$ cat src/rtl/inst_boot_loader.sv
// inst_boot_loader: receives a framed byte stream (LEN_LO, LEN_HI, N*4 data bytes, CSUM),
// packs little-endian 32-bit words and writes them to inst_sram at consecutive word
// addresses starting at BASE_ADDR. The core stays in reset until the checksum matches.
//
// Ports:
//   i_clk                clock
//   i_reset              asynchronous active-low reset
//   i_start              one-cycle pulse, begins a new load from IDLE/DONE/ERR
//   i_rx_data/i_rx_valid byte stream input; a byte moves when valid & ready
//   o_rx_ready           loader accepts a byte this cycle
//   o_inst_sram_wen      one-cycle write strobe
//   o_inst_sram_waddr    64-bit word address of the write
//   o_inst_sram_wdata    32-bit instruction word
//   o_inst_sram_en_toif  enables instruction fetch once the image is good
//   o_core_reset         active-high reset to the core
//   o_boot_done          image loaded and checksum ok (level)
//   o_boot_err           checksum or length error (level)
//   o_words_loaded       words written in the current load
module inst_boot_loader #(
  parameter logic [63:0] BASE_ADDR = 64'd1,
  parameter logic [15:0] MAX_WORDS = 16'd1024
) (
  input  logic        i_clk,
  input  logic        i_reset,
  input  logic        i_start,
  input  logic [7:0]  i_rx_data,
  input  logic        i_rx_valid,
  output logic        o_rx_ready,
  output logic        o_inst_sram_wen,
  output logic [63:0] o_inst_sram_waddr,
  output logic [31:0] o_inst_sram_wdata,
  output logic        o_inst_sram_en_toif,
  output logic        o_core_reset,
  output logic        o_boot_done,
  output logic        o_boot_err,
  output logic [15:0] o_words_loaded
);

  typedef enum logic [2:0] {
    S_IDLE   = 3'd0,
    S_LEN_LO = 3'd1,
    S_LEN_HI = 3'd2,
    S_DATA   = 3'd3,
    S_CSUM   = 3'd4,
    S_DONE   = 3'd5,
    S_ERR    = 3'd6
  } state_t;

  state_t      r_state;
  logic        r_rx_ready;
  logic        r_wen;
  logic [63:0] r_waddr;
  logic [31:0] r_wdata;
  logic        r_en_toif;
  logic        r_core_reset;
  logic        r_done;
  logic        r_err;
  logic [15:0] r_words;
  logic [7:0]  r_len_lo;
  logic [15:0] r_len;
  logic [7:0]  r_csum;
  logic [1:0]  r_byte_idx;
  logic [23:0] r_shift;

  logic        w_accept;
  logic [15:0] w_len;
  logic [31:0] w_word;
  logic [15:0] w_words_nxt;

  assign w_accept    = i_rx_valid & r_rx_ready;
  assign w_len       = {i_rx_data, r_len_lo};
  // The incoming byte completes the word as its most significant byte.
  assign w_word      = {i_rx_data, r_shift};
  assign w_words_nxt = r_words + 16'd1;

  // Loader FSM with all outputs registered on the transition edge.
  always_ff @(posedge i_clk or negedge i_reset) begin
    if (!i_reset) begin
      r_state      <= S_IDLE;
      r_rx_ready   <= 1'b0;
      r_wen        <= 1'b0;
      r_waddr      <= BASE_ADDR;
      r_wdata      <= 32'd0;
      r_en_toif    <= 1'b0;
      r_core_reset <= 1'b1;
      r_done       <= 1'b0;
      r_err        <= 1'b0;
      r_words      <= 16'd0;
      r_len_lo     <= 8'd0;
      r_len        <= 16'd0;
      r_csum       <= 8'd0;
      r_byte_idx   <= 2'd0;
      r_shift      <= 24'd0;
    end else begin
      r_wen <= 1'b0;
      case (r_state)
        S_IDLE, S_DONE, S_ERR: begin
          if (i_start) begin
            r_state      <= S_LEN_LO;
            r_rx_ready   <= 1'b1;
            r_words      <= 16'd0;
            r_csum       <= 8'd0;
            r_byte_idx   <= 2'd0;
            r_done       <= 1'b0;
            r_err        <= 1'b0;
            r_core_reset <= 1'b1;
            r_en_toif    <= 1'b0;
            r_waddr      <= BASE_ADDR;
          end
        end
        S_LEN_LO: begin
          if (w_accept) begin
            r_len_lo <= i_rx_data;
            r_state  <= S_LEN_HI;
          end
        end
        S_LEN_HI: begin
          if (w_accept) begin
            r_len <= w_len;
            if (w_len > MAX_WORDS) begin
              r_state      <= S_ERR;
              r_rx_ready   <= 1'b0;
              r_err        <= 1'b1;
              r_core_reset <= 1'b1;
              r_en_toif    <= 1'b0;
            end else if (w_len == 16'd0) begin
              r_state <= S_CSUM;
            end else begin
              r_state <= S_DATA;
            end
          end
        end
        S_DATA: begin
          if (w_accept) begin
            r_csum     <= r_csum + i_rx_data;
            r_byte_idx <= r_byte_idx + 2'd1;
            case (r_byte_idx)
              2'd0: r_shift[7:0]   <= i_rx_data;
              2'd1: r_shift[15:8]  <= i_rx_data;
              2'd2: r_shift[23:16] <= i_rx_data;
              default: begin
                // Fourth byte: issue the write; the count advances with the strobe.
                r_wen   <= 1'b1;
                r_waddr <= BASE_ADDR + 64'(r_words);
                r_wdata <= w_word;
                r_words <= w_words_nxt;
                if (w_words_nxt == r_len) begin
                  r_state <= S_CSUM;
                end
              end
            endcase
          end
        end
        S_CSUM: begin
          if (w_accept) begin
            r_rx_ready <= 1'b0;
            if (i_rx_data == r_csum) begin
              r_state      <= S_DONE;
              r_done       <= 1'b1;
              r_core_reset <= 1'b0;
              r_en_toif    <= 1'b1;
            end else begin
              r_state      <= S_ERR;
              r_err        <= 1'b1;
              r_core_reset <= 1'b1;
              r_en_toif    <= 1'b0;
            end
          end
        end
        default: begin
          r_state    <= S_IDLE;
          r_rx_ready <= 1'b0;
        end
      endcase
    end
  end

  assign o_rx_ready          = r_rx_ready;
  assign o_inst_sram_wen     = r_wen;
  assign o_inst_sram_waddr   = r_waddr;
  assign o_inst_sram_wdata   = r_wdata;
  assign o_inst_sram_en_toif = r_en_toif;
  assign o_core_reset        = r_core_reset;
  assign o_boot_done         = r_done;
  assign o_boot_err          = r_err;
  assign o_words_loaded      = r_words;

endmodule
$ cat config.mk
export PLATFORM = sky130hd
export DESIGN_NAME = inst_boot_loader
export DESIGN_NICKNAME = d
export VERILOG_FILES = /design/src/rtl/inst_boot_loader.sv
export SDC_FILE = /design/constraint.sdc
export NUM_CORES = 1
export LEC_CHECK = 0
export ABC_AREA = 1
export CORE_MARGIN = 1
export CORE_UTILIZATION = 39
export CTS_BUF_LIST = sky130_fd_sc_hd__clkbuf_16
export CTS_CLUSTER_SIZE = 8
export DETAILED_ROUTE_END_ITERATION = 12
export SLEW_MARGIN = 10
export SYNTH_ARGS = -nofsm -noshare
export SYNTH_HDL_FRONTEND = slang
export SYNTH_SLANG_ARGS = --single-unit
$ cat constraint.sdc
create_clock -name i_clk -period 2.13 [get_ports i_clk]
set_input_delay 0.213 -clock i_clk [delete_from_list [all_inputs] [get_ports i_clk]]
set_output_delay 0.213 -clock i_clk [all_outputs]
set_load 0.02 [all_outputs]
==> metrics.txt <==
area delta synth->final 25.06%; CP Class reg2reg; leading area contributor after synthesis dfrtp_1; Clock Sinks 117; ant diodes 0; sequential power share 38.8%; drt total wl 14.29 mm; Core Region 0.01475 mm^2; Hold Crit Class in2async; Worst-path clk slew 50 ps; FF+latch count, synth 117; Async S/R FF share, synth 100.0%; Slew Limit Fails 0; CTS tree built; Fin. Hold Viols 0; VDD IR max 0.0006636 V; critical path's largest stage delay 390 ps; internal power 5094 uW; CP Capture Type flip-flop; CP arrival 2300 ps; Logic pwr share 25.4%; first-pass GRT wire length 23.62 mm; CP Data Required Time 2440 ps; WL/cell 14.13 um; drt drc 0; crit path cell chain buf_4 > nand2_1 > nor2_4 > nand2_2 > nand2_1 > nand2_1 > nand2_1 > nand2_1 > nor2_1 > nand3_1 > nor2_2 > nand2_2 > nand2_2 > nand2_2 > nand2_1 > nand2_1; Setup Skew 7.760 ps; utilization after layout 50.83%; Post-synth EDFFs 0; vias 4,911; Clock Latency Late Sink 420 ps; CTS max path bufs 2; DR pass1 iterations 5; largest net degree at the start of global routing 58; Vert. Die Dim 126.0 um; die width 126.0 um; Max Fclk 0.5014 GHz; Max-cap violations 0; Avg Cell Area, Syn 8.318 um^2; total gr overflow 0; final period utilization 93.63%; leakage 0.003644 uW; Sw Pwr 2499 uW; clock network fraction of design power 35.7%; row count 44; PD cells 1012 mW/mm^2; total global-route track usage 19.26%; initial antenna violation count 0; top cell type's share of synthesized area 47.99%; sequential area share after synthesis 48.86%; post-route insts no fill 1,011; Largest delay share family, worst path simple AND/OR/NAND/NOR gates; Worst path slowest cell dfrtp_1; Fillers 1,361; RSZ-0062 raised after global routing yes; overall power 7593 uW; share of layout cells above drive strength 1 11.25%; fin nets 839; drt via density 4.858; Cell variety after synth 38; synthesis warning total 0; CTS root buf clkbuf_16; Final ANT Viol Nets 0; Total Die Area 0.01588 mm^2; buffers added on ports 82; DR iter-0 viols 268; total CTS buffers 17; number of global-route vias before repair 4,644; status complete, no violations; HPWL after DPL 10.02 mm; top cells by area, synth dfrtp_1 48%, nand2_1 15%, buf_4 8.0%; H-tree depth reported by CTS 4; Period minus WS final 1994 ps; Worst path most repeated cell nand2_1; final setup vio count 0; Final Wtd Congestion 0.9082; startpoint types flip-flop; CP Max Fanout 7; initial core utilization 40.65%; worst path bufs/invs 1; # IOs 130; post-synthesis cell count 721; placed insts 973; synthesized cell area 0.005997 mm^2; commonest register cell after synthesis dfrtp_1; Switching Fraction 32.91%
[power groups by stage]
stage          registers, uW  logic (uW)  clock network [uW]
2_1_floorplan           2940        1370                   0
3_3_place_gp            2960        1880                   0
3_5_place_dp            2970        1920                   0
4_1_cts                 2940        1930                2770
5_1_grt                 3000        2190                2870
6_report                2950        1930                2710
[layout make-up]
type | instances | area (um^2) | share of cell area [%]
clock buffer | 17 | 425.4 | 5.672
clock inverter | 15 | 140.1 | 1.869
inverter | 57 | 216.5 | 2.886
multi-input combinational | 515 | 2540 | 33.87
sequential | 117 | 2934 | 39.12
tap | 184 | 230.2 | 3.070
timing repair buffer | 106 | 1013 | 13.51
[layer usage]
| layer | vias up | GRT usage [%] | share of wire [%] |
|---|---|---|---|
| li1 | 2404 | - | - |
| met1 | 2294 | 25.77 | 46 |
| met2 | 191 | 30.09 | 46 |
| met3 | 22 | 4.206 | 5.3 |
| met4 | 0 | 8.363 | 2.0 |
| met5 | - | 0 | 0 |
[worst register-to-register path: cells and delay by family, from the launching register on]
| family | cells | cell delay (ps) |
|---|---|---|
| buffers and inverters | 1 | 170 |
| flip-flops | 1 | 390 |
| AND/OR/NAND/NOR | 15 | 1340 |
[placed cells by master, fill, tap and decap left out, types with 8 or more instances in the layout]
master / Yosys / layout
o21ai_0: 66 / 66
conb_1: 1 / 47
clkdlybuf4s50_1: 0 / 81
dfrtp_1: 115 / 112
nand3_1: 37 / 34
a21oi_1: 9 / 8
clkbuf_16: 0 / 17
nor2_1: 38 / 36
ha_1: 12 / 11
nand2_1: 235 / 231
nand4_1: 8 / 8
buf_4: 64 / 23
o22ai_1: 10 / 10
inv_1: 54 / 55
[registers in the layout, indices dropped and copies added (netlist names)]
register             flops
o_inst_sram_wen          1
r_state                  3
o_core_reset             1
r_csum                   8
o_boot_err               1
r_byte_idx               2
o_inst_sram_wdata       32
o_words_loaded          15
r_len_lo                 8
o_inst_sram_waddr        3
o_inst_sram_en_toif      1
o_rx_ready               1
o_boot_done              1
r_shift                 24
r_len                   16
[worst paths after layout]
path	slack [ps]	end	depth (start not counted)	startpoint
max in group asynchronous	1080	o_inst_sram_wdata[26]	3	i_reset
worst min register to register	470	o_inst_sram_wdata[11]	2	o_inst_sram_wdata[11]
min in group i_clk	470	o_inst_sram_wdata[11]	2	o_inst_sram_wdata[11]
worst max-delay path	140	r_state[0]	16	o_words_loaded[0]
worst min-delay path	260	o_words_loaded[0]	2	i_reset
worst max register to register	140	r_state[0]	16	o_words_loaded[0]
[through the flow]
stage               TNS [ps]  setup slack (ps)  cell area [um^2]  hold slack (ps)
detailed placement    -117.1            -96.26              6825            146.9
finish                     0             135.6              7500            260.0
global route          -243.2            -108.9              7500            295.3
global placement     -0.3357           -0.3357              6825            146.8
floorplan                  0             140.6              6170           -82.59
CTS                        0             62.48              7401            254.5
[timing repair]
| action | 4_1_cts | 5_1_grt |
|---|---|---|
| gates resized for setup | 0 | 19 |
| setup endpoints to repair | 0 | 32 |
| buffers inserted | 0 | 4 |
| hold buffers | 1 | 0 |
| hold endpoints to repair | 22 | 0 |
[logic make-up after synthesis]
kind of cell,count (synthesis),share of synthesized area [%]
AND/OR/NAND/NOR,342,23.83
buffers and inverters,136,12.71
flip-flops,117,48.86
AO/OA/AOI/OAI,100,9.368
adder cells (fa/ha/maj),13,2.837
XOR/XNOR,9,1.773
multiplexers,3,0.5633
other,1,0.06253
[Yosys cell counts, drive strengths merged, types with 4 or more instances]
cell / number
a21oi: 11
a22o: 4
buf: 73
clkbuf: 6
dfrtp: 115
ha: 12
inv: 57
nand2: 238
nand3: 37
nand3b: 4
nand4: 8
nor2: 46
nor3: 5
o21ai: 68
o22ai: 10
xor2: 4
No activity file was read; power rests on OpenSTA's default activity.
